<file path="config.mk">
export PLATFORM = sky130hd
export DESIGN_NAME = axi_err_slave
export DESIGN_NICKNAME = d
export VERILOG_FILES = /design/src/rtl/axi_err_slave_pkg.sv /design/src/rtl/axi_err_slave_req_fifo.sv /design/src/rtl/axi_err_slave.sv
export SDC_FILE = /design/constraint.sdc
export NUM_CORES = 1
export LEC_CHECK = 0
export ABC_AREA = 1
export CORE_ASPECT_RATIO = 1.75
export CORE_UTILIZATION = 30
export CTS_CLUSTER_DIAMETER = 50
export DETAILED_ROUTE_END_ITERATION = 8
export SETUP_SLACK_MARGIN = 0.15
export SLEW_MARGIN = 20
export SYNTH_ARGS = -nofsm -noshare
export SYNTH_HDL_FRONTEND = slang
export SYNTH_SLANG_ARGS = --single-unit
</file>
<file path="constraint.sdc">
create_clock -name clk -period 1.7 [get_ports clk]
set_input_delay 0.425 -clock clk [delete_from_list [all_inputs] [get_ports clk]]
set_output_delay 0.425 -clock clk [all_outputs]
set_load 0.02 [all_outputs]
</file>
<file path="src/rtl/axi_err_slave_pkg.sv">
// Shared AXI definitions for the error slave and its helpers.
//   - AXI response codes (OKAY / SLVERR / DECERR)
//   - Write-channel FSM state encoding
package axi_err_slave_pkg;

  localparam logic [1:0] RESP_OKAY   = 2'b00;
  localparam logic [1:0] RESP_SLVERR = 2'b10;
  localparam logic [1:0] RESP_DECERR = 2'b11;

  typedef enum logic [1:0] {
    W_IDLE = 2'd0,
    W_DATA = 2'd1,
    W_RESP = 2'd2
  } w_state_e;

endpackage

</file>
<file path="src/rtl/axi_err_slave_req_fifo.sv">
// axi_req_fifo: small synchronous FIFO holding pending read requests.
// Ports:
//   clk, rst        clock, asynchronous active-low reset
//   i_push, i_din   write side; a push while full is ignored
//   i_pop, o_dout   read side; o_dout is the current head (valid when !o_empty)
//   o_full, o_empty occupancy flags, both derived from registered pointers
module axi_req_fifo
  import axi_err_slave_pkg::*;
#(
  parameter int WIDTH = 12,
  parameter int DEPTH = 4
) (
  input  logic             clk,
  input  logic             rst,
  input  logic             i_push,
  input  logic [WIDTH-1:0] i_din,
  input  logic             i_pop,
  output logic [WIDTH-1:0] o_dout,
  output logic             o_full,
  output logic             o_empty
);

  localparam int AW = $clog2(DEPTH);

  logic [WIDTH-1:0] r_mem [DEPTH];
  // Pointers carry one extra wrap bit so full and empty are distinguishable.
  logic [AW:0]      r_wr_ptr;
  logic [AW:0]      r_rd_ptr;
  logic             w_push_ok;
  logic             w_pop_ok;

  assign w_push_ok = i_push && !o_full;
  assign w_pop_ok  = i_pop && !o_empty;

  // NOTE: storage is deliberately not reset; the pointers alone define which
  // entries are valid, so clearing the array would only cost reset fan-out.
  always_ff @(posedge clk) begin
    if (w_push_ok) begin
      r_mem[r_wr_ptr[AW-1:0]] <= i_din;
    end
  end

  // NOTE: sequential state is always assigned with <= so every register
  // samples its inputs at the same edge regardless of statement order.
  always_ff @(posedge clk or negedge rst) begin
    if (!rst) begin
      r_wr_ptr <= '0;
      r_rd_ptr <= '0;
    end else begin
      if (w_push_ok) r_wr_ptr <= r_wr_ptr + (AW+1)'(1);
      if (w_pop_ok)  r_rd_ptr <= r_rd_ptr + (AW+1)'(1);
    end
  end

  assign o_empty = (r_wr_ptr == r_rd_ptr);
  assign o_full  = (r_wr_ptr[AW] != r_rd_ptr[AW]) &&
                   (r_wr_ptr[AW-1:0] == r_rd_ptr[AW-1:0]);
  assign o_dout  = r_mem[r_rd_ptr[AW-1:0]];

endmodule

</file>
<file path="src/rtl/axi_err_slave.sv">
// axi_err_slave: AXI default slave that answers every request with an error.
// Read path: AR requests are queued; the queue head is answered with
// arlen+1 beats of zero data carrying ERR_RESP, and popped on its last beat.
// Write path: a 3-state FSM accepts AW, swallows W beats until wlast, then
// returns one B response carrying ERR_RESP.
// Ports:
//   clk, rst                      clock, asynchronous active-low reset
//   ar*/r*                        read address / read data channels
//   aw*/w*/b*                     write address / data / response channels
//   rd_err_cnt, wr_err_cnt        saturating counts of accepted AR / AW
module axi_err_slave
  import axi_err_slave_pkg::*;
#(
  parameter int         ID_W     = 8,
  parameter int         ADDR_W   = 32,
  parameter int         DATA_W   = 32,
  parameter int         LEN_W    = 4,
  parameter int         QDEPTH   = 4,
  parameter int         CNT_W    = 16,
  parameter logic [1:0] ERR_RESP = RESP_DECERR
) (
  input  logic              clk,
  input  logic              rst,
  // read address
  input  logic [ID_W-1:0]   arid,
  input  logic [ADDR_W-1:0] araddr,
  input  logic [LEN_W-1:0]  arlen,
  input  logic              arvalid,
  output logic              arready,
  // read data
  output logic [ID_W-1:0]   rid,
  output logic [DATA_W-1:0] rdata,
  output logic [1:0]        rresp,
  output logic              rlast,
  output logic              rvalid,
  input  logic              rready,
  // write address
  input  logic [ID_W-1:0]   awid,
  input  logic [ADDR_W-1:0] awaddr,
  input  logic              awvalid,
  output logic              awready,
  // write data
  input  logic              wlast,
  input  logic              wvalid,
  output logic              wready,
  // write response
  output logic [ID_W-1:0]   bid,
  output logic [1:0]        bresp,
  output logic              bvalid,
  input  logic              bready,
  // statistics
  output logic [CNT_W-1:0]  rd_err_cnt,
  output logic [CNT_W-1:0]  wr_err_cnt
);

  localparam int FW = ID_W + LEN_W;

  // ---------------------------------------------------------------- read path
  logic [FW-1:0]    w_head;
  logic [ID_W-1:0]  w_head_id;
  logic [LEN_W-1:0] w_head_len;
  logic             w_full;
  logic             w_empty;
  logic             w_ar_hs;
  logic             w_r_hs;
  logic             w_last_beat;
  logic [LEN_W-1:0] r_beat;
  logic [CNT_W-1:0] r_rd_cnt;

  assign w_ar_hs = arvalid && !w_full;
  // The burst in service stays at the queue head until its final beat is
  // accepted, so rid/rlast are naturally stable across rready stalls.
  assign w_r_hs      = !w_empty && rready;
  assign w_last_beat = (r_beat == w_head_len);

  axi_req_fifo #(
    .WIDTH (FW),
    .DEPTH (QDEPTH)
  ) u_req_fifo (
    .clk     (clk),
    .rst     (rst),
    .i_push  (arvalid),
    .i_din   ({arid, arlen}),
    .i_pop   (w_r_hs && w_last_beat),
    .o_dout  (w_head),
    .o_full  (w_full),
    .o_empty (w_empty)
  );

  assign {w_head_id, w_head_len} = w_head;

  always_ff @(posedge clk or negedge rst) begin
    if (!rst) begin
      r_beat   <= '0;
      r_rd_cnt <= '0;
    end else begin
      if (w_r_hs) begin
        r_beat <= w_last_beat ? '0 : r_beat + LEN_W'(1);
      end
      if (w_ar_hs && (r_rd_cnt != '1)) begin
        r_rd_cnt <= r_rd_cnt + CNT_W'(1);
      end
    end
  end

  assign arready    = !w_full;
  assign rvalid     = !w_empty;
  assign rid        = w_empty ? '0 : w_head_id;
  assign rdata      = '0;
  assign rresp      = w_empty ? RESP_OKAY : ERR_RESP;
  assign rlast      = !w_empty && w_last_beat;
  assign rd_err_cnt = r_rd_cnt;

  // --------------------------------------------------------------- write path
  w_state_e         r_w_state;
  logic             r_awready;
  logic             r_wready;
  logic             r_bvalid;
  logic [ID_W-1:0]  r_awid;
  logic [ID_W-1:0]  r_bid;
  logic [1:0]       r_bresp;
  logic [CNT_W-1:0] r_wr_cnt;

  always_ff @(posedge clk or negedge rst) begin
    if (!rst) begin
      r_w_state <= W_IDLE;
      r_awready <= 1'b1;
      r_wready  <= 1'b0;
      r_bvalid  <= 1'b0;
      r_awid    <= '0;
      r_bid     <= '0;
      r_bresp   <= RESP_OKAY;
      r_wr_cnt  <= '0;
    end else begin
      case (r_w_state)
        W_IDLE: begin
          if (awvalid) begin
            r_w_state <= W_DATA;
            r_awready <= 1'b0;
            r_wready  <= 1'b1;
            r_awid    <= awid;
            if (r_wr_cnt != '1) r_wr_cnt <= r_wr_cnt + CNT_W'(1);
          end
        end
        W_DATA: begin
          // Only wlast ends the burst; beat count is not tracked.
          if (wvalid && wlast) begin
            r_w_state <= W_RESP;
            r_wready  <= 1'b0;
            r_bvalid  <= 1'b1;
            r_bid     <= r_awid;
            r_bresp   <= ERR_RESP;
          end
        end
        W_RESP: begin
          if (bready) begin
            r_w_state <= W_IDLE;
            r_bvalid  <= 1'b0;
            r_bid     <= '0;
            r_bresp   <= RESP_OKAY;
            r_awready <= 1'b1;
          end
        end
        default: begin
          r_w_state <= W_IDLE;
          r_awready <= 1'b1;
          r_wready  <= 1'b0;
          r_bvalid  <= 1'b0;
          r_bid     <= '0;
          r_bresp   <= RESP_OKAY;
        end
      endcase
    end
  end

  assign awready    = r_awready;
  assign wready     = r_wready;
  assign bvalid     = r_bvalid;
  assign bid        = r_bid;
  assign bresp      = r_bresp;
  assign wr_err_cnt = r_wr_cnt;

  // Addresses are accepted but never decoded.
  logic w_unused_addr;
  assign w_unused_addr = ^{araddr, awaddr};

endmodule

</file>
# Yosys cells after proc, flatten, opt, wreduce, memory -nomap -nowiden
# Memory sizes are Yosys's and may differ from the RTL's.
# Index checks and enable logic that the tools add are counted.
totals:
  n_memories: 1
  reg_bits: 65
  ramBits: 48
  output_inout_bits: 90
  input_bits: 92
  wordCells: 72
op_classes:
  addsub: 5
  bitwise_logic: 3
  eq_ne: 11
  n_reduce_logical: 17
  mux: 23
mem_list:
  columns: ["memory", "depth", "width", "rd", "rd_clocked_by_memory_dff", "write_ports", "line_no", "rtl"]
  rows:
  - ["u_req_fifo.r_mem", 4, 12, 1, 0, 1, "axi_err_slave_req_fifo.sv:25", "logic [WIDTH-1:0] r_mem [DEPTH];"]
ops:
  columns: ["op", "count"]
  rows:
  - ["$add 16x1->16 const B", 2]
  - ["$ne 16x16->1 const B", 2]
  - ["$mux 8", 3]
  - ["$pmux 8 s3", 1]
  - ["$reduce_and 3->1", 5]
  - ["$pmux 2 s3", 2]
  - ["$mux 2", 5]
  - ["$pmux 1 s3", 3]
  - ["$logic_and 1x1->1", 8]
  - ["$mux 1", 8]
  - ["$add 3x1->3 const B", 2]
  - ["$ne 2x2->1 const B", 3]
  - ["$add 4x1->4 const B", 1]
  - ["$eq 4x4->1", 1]
  - ["$mux 4", 1]
  - ["$eq 3x3->1", 1]
  - ["$not 1->1", 3]
  - ["$eq 2x1->1 const B", 1]
  - ["$eq 2x2->1", 1]
  - ["$eq 2x2->1 const B", 1]
  - ["$logic_not 1->1", 2]
  - ["$logic_not 2->1", 1]
  - ["$reduce_and 2->1", 1]
  - ["$ne 1x1->1", 1]

# Depth between registers and ports, before layout
depth:
  word_depth: 6
  mapped_depth: 12
  ltp_nobuf: 10

# Cells and area by module
# A second synthesis with hierarchy kept.
unflattened:
  hier_cells: 650
  area_unflattened_um2: 5716.7
by_module_without_submodules:
  columns: ["mod", "n_inst", "seq_area_each_um2", "area_each_um2", "cells_per_inst"]
  rows:
  - ["axi_err_slave", 1, 1427.6, 3479.6, 474]
  - ["axi_req_fifo", 1, 1591.5, 2237.1, 176]

# Worst setup path before layout
# No wires, ideal clock.
synth_path:
  path_type: "reg2out"
  from: "reg u_req_fifo.r_rd_ptr[0]"
  to: "out rlast"
  arrival_time_ns: 1.643
  stages_incl_launch_ff: 7
  slack_ns: -0.368
  path_buffers: 2
  required_ns: 1.275
  path_cell_list: "dfrtp_1 -> buf_4 -> xnor2_1 -> nand3_1 -> clkbuf_1 -> inv_1 -> nor2_1"
synth_between:
  elab_chain_len: 3
  elab_cells_between_ends: 5
  classes_between: "eq/ne: 2; reduce/logical: 2; memory: 1"
synth_lines:
  columns: ["item", "line_no", "rtl"]
  rows:
  - ["start: declaration", "axi_err_slave_req_fifo.sv:28", "logic [AW:0] r_rd_ptr;"]
  - ["start signal: assignment", "axi_err_slave_req_fifo.sv:51", "if (w_pop_ok) r_rd_ptr <= r_rd_ptr + (AW+1)'(1);"]
  - ["$eq 3x3->1", "axi_err_slave_req_fifo.sv:55", "assign o_empty = (r_wr_ptr == r_rd_ptr);"]
  - ["$logic_not 1->1", null, null]
  - ["net rvalid", "axi_err_slave.sv:35", "output logic rvalid,"]
  - ["$logic_and 1x1->1", "axi_err_slave.sv:111", "assign rlast = !w_empty && w_last_beat;"]
  - ["end: declaration", "axi_err_slave.sv:34", "output logic rlast,"]
# The timed path passes the listed nets, and every way through them passes these cells.

# Final worst setup path
layout_path:
  from: "reg u_req_fifo.r_rd_ptr[0]"
  to: "out rid[1]"
layout_between:
  elab_chain_len: 2
  elab_cells_between_ends: 3
  classes_between: "eq/ne: 1; mux: 1; memory: 1"
layout_lines:
  columns: ["item", "line_no", "rtl"]
  rows:
  - ["$mem_v2 4x12 or $eq 3x3->1 (tied branches)", null, null]
  - ["$mux 8 (*)", "axi_err_slave.sv:108", "assign rid = w_empty ? '0 : w_head_id;"]
  - ["end: declaration", "axi_err_slave.sv:31", "output logic [ID_W-1:0] rid,"]
# Mark *: on every way between the ends. The rest lies on a longest branch, timed or not.

==> results.py <==
metrics = {
    "grt": {
        "grt-ovfl-total": 0,
        "antenna_found_initial": 0,
        "grt_first_pass_wirelength_um": 22200,
        "gr-usage-all-layers_pct": 15.2,
        "grt_pass1_vias": 4496,
        "grt_max_degree": 64,
    },
    "routing": {
        "vias": 4355,
        "wl_met1_um": 4980,
        "viasPerCell": 4.41,
        "wl_um": 14000,
        "top_layer": "met4",
        "drt_first_pass_iters": 4,
        "wl_per_cell_um": 14.2,
        "ant_nets": 0,
        "dr_wl_met3_um": 383,
        "route.met2.wl_um": 8320,
        "drt_iter0_drc": 100,
        "route.detailed.drc": 0,
    },
    "power": {
        "cellLeakagePower_uw": 0.00361,
        "powerDensity_nw_per_um2": 1800,
        "ir_worst_vdd_v": 0.000758,
        "power_uw": 14300,
    },
    "synth": {
        "ys_seq_area_share_pct": 55.1,
        "ys_types": 35,
        "synthCells": 583,
        "synth_area_um2": 5480,
        "synth.avg_cell_area_um2": 9.40,
        "synth_area_leaders": "dfrtp_1 28%, edfxtp_1 26%, nand2_1 11%",
        "yosysTopAreaCell": "dfrtp_1",
        "synth_top_area_share_pct": 28.3,
        "ys_ff_latch": 111,
        "yosysWarnings": 0,
    },
    "critical_path": {
        "critPathMaxFanout": 6,
        "cp-end-kind": "primary output",
        "regToRegSetupSlack_ps": -310,
        "r2r_end": "u_req_fifo.r_mem[3][0]",
        "timing_worst_setup_path_type": "register to primary output",
        "cp.arrival_ps": 1740,
        "r2r_start": "u_req_fifo.r_rd_ptr[0]",
        "crit_family": "buffers and inverters",
        "cp.required_ps": 1270,
        "r2r_cells": 10,
        "slowest_delay_ps": 460,
        "cpMaxStageDelayCell": "dfrtp_2",
        "worstPathCellList": "buf_6, xnor2_4, nand3_4, clkbuf_16, nand2_1, inv_2, buf_2",
        "crit_buf_inv": 4,
        "startpoint_type": "register",
    },
    "sta": {
        "slew_headroom_pct": 63.9,
        "rsz0062_at_grt": "yes",
        "layout_min_cycle_time_ps": 2160,
        "fin_ws_ps": -463,
        "worst_pin_slew_ps": 540,
        "fmax_ghz": 0.462,
        "fin_skew_ps": 9.03,
        "setup_viol": 87,
        "slew_viol_final": 0,
        "fin_crit_sh_pct": 127,
        "finalHoldViolations": 0,
    },
    "layout": {
        "utilization_pct": 44.2,
        "antennaDiodeCount": 0,
        "syn_to_final_growth_pct": 45.1,
        "drive_gt1_share_pct": 35.1,
        "fin_cells": 987,
        "nets": 848,
        "stdcell_area_um2": 7950,
    },
    "min_path": {
        "hp-class": "primary input to async pin",
    },
    "clock_network": {
        "cts-root-buf": "clkbuf_16",
        "clk_pin_slew_ps": 80,
        "cts_sinks": 111,
        "cts_buffer_depth": 2,
        "clock_latency_ps": 350,
        "htreeDepth": 3,
        "tritoncts": "built",
        "cts_buffers": 9,
    },
    "placement": {
        "placed_cells": 944,
        "place_hpwl_um": 9820,
        "place_ws_ps": -571,
        "routabilityCongestion": 0.834,
        "portBuffers": 85,
        "placed_area_um2": 6980,
    },
    "outcome": {
        "violations": "setup timing",
        "run_status": "finished, violations left",
    },
    "floorplanning": {
        "die_height_um": 181,
        "core_um2": 18000,
        "die_x_um": 104,
        "die-area_um2": 18800,
        "io_pins": 182,
        "rows": 65,
        "initial_core_util_pct": 30.5,
    },
    "run": {
        "drv_cap": 0,
    },
}
## logic make-up (layout without fill, tap and decap cells)
logic type	count (synthesis)	in the layout	share of synthesized area [%]
AOI/OAI and AO/OA	55	55	5.48
and+or+nand+nor	269	270	21.5
adders and majority gates	8	8	1.83
xor gates and xnor gates	35	35	5.59
buffers and inverters	104	242	10.4
DFF	111	111	55.1
other	1	32	0.0684
## synth_stat cells (all sizes together)
cell type  number
a21oi           2
buf            46
clkbuf          3
conb            1
dfrtp          62
dfstp           1
edfxtp         48
ha              8
inv            55
nand2         166
nand3          38
nand3b          2
nand4           8
nor2           45
nor3            9
nor4            1
o21ai          45
o22ai           8
xnor2          14
xor2           21
## power by group
group          internal (µW)  switching [µW]
clock network           1040            1050
logic                   3660            4370
registers               3640             595
## worst register-to-register path: cells and delay by family (launching register included)
family                    cells  cell delay [ps]
DFF                           1              460
xor gates and xnor gates      1              140
buffers and inverters         6              770
and+or+nand+nor               3              340
## worst max-delay path by stage
stage                           startpoint      to  depth (start not counted)
finish              u_req_fifo.r_rd_ptr[0]  rid[1]                          7
global route        u_req_fifo.r_rd_ptr[0]   rlast                         10
CTS                 u_req_fifo.r_rd_ptr[0]   rlast                         10
detailed placement  u_req_fifo.r_rd_ptr[1]   rlast                          8
global placement    u_req_fifo.r_rd_ptr[1]   rlast                          8
floorplan           u_req_fifo.r_rd_ptr[0]   rlast                         11
## sequential cells by signal (all words and copies together), names as in the netlist
register,cells
wr_err_cnt,16
awready,1
wready,1
u_req_fifo.r_wr_ptr,3
rd_err_cnt,16
u_req_fifo.r_mem,48
bid,8
r_w_state,2
r_beat,4
bresp,1
u_req_fifo.r_rd_ptr,3
r_awid,8
## metal layers
| layer | up-vias | track usage [%] |
|---|---|---|
| met5 | - | 0 |
| met4 | 0 | 4.57 |
| met3 | 19 | 2.38 |
| met2 | 97 | 31.5 |
| met1 | 2092 | 14.8 |
| li1 | 2147 | - |
## metrics by stage
| step | setup TNS [ps] | hold WS [ps] |
|---|---|---|
| floorplan | -508 | 129 |
| finish | -24090 | 76.0 |
| global placement | -7110 | 455 |
| global route | -30400 | 98.2 |
| CTS | -9050 | 78.2 |
| detailed placement | -7700 | 465 |
## layout make-up
class | instances | area [µm²]
Tap cell | 234 | 293
Timing Repair Buffer | 170 | 1640
Clock inverter | 7 | 71.3
Multi-Input combinational cell | 400 | 2460
Sequential cell | 111 | 3030
Timing Repair inverter | 1 | 7.51
Clock buffer | 9 | 225
Inverter | 55 | 226
Fill cell | 1742 | 10000
## cells in the final DEF, fill, tap and decap left out, types with 4 or more instances in the layout
cell	synthesis	layout
o21ai_2	1	6
inv_2	3	11
o21ai_1	6	9
buf_4	39	55
dfrtp_1	62	51
dfrtp_2	0	11
o22ai_1	8	8
nand3_1	36	21
nand2_8	0	4
inv_1	51	41
buf_12	0	9
nor2_1	39	29
nand4_1	8	8
edfxtp_1	48	48
nor3_1	8	8
buf_2	4	12
o21ai_0	38	30
dlygate4sd2_1	0	11
buf_6	2	25
nor2_4	3	9
xor2_1	21	19
nand2_4	2	9
clkdlybuf4s50_1	0	26
clkbuf_2	0	7
nand2_2	4	32
nand2_1	160	122
clkdlybuf4s15_2	0	14
conb_1	1	32
nand3_2	2	14
xnor2_1	14	10
clkbuf_16	0	10
clkdlybuf4s15_1	0	7
nor2_2	3	7
ha_1	8	6
## repair_timing
| item | 4_1_cts | 5_1_grt |
|---|---|---|
| endpoints found under the setup margin | 143 | 119 |
| buffers inserted | 18 | 5 |
| cloned | 3 | 1 |
| resized for setup | 230 | 80 |
| pin swaps | 26 | 23 |
| hold buffers | 0 | 0 |
Note: power is estimated with default switching activity, not from simulation.
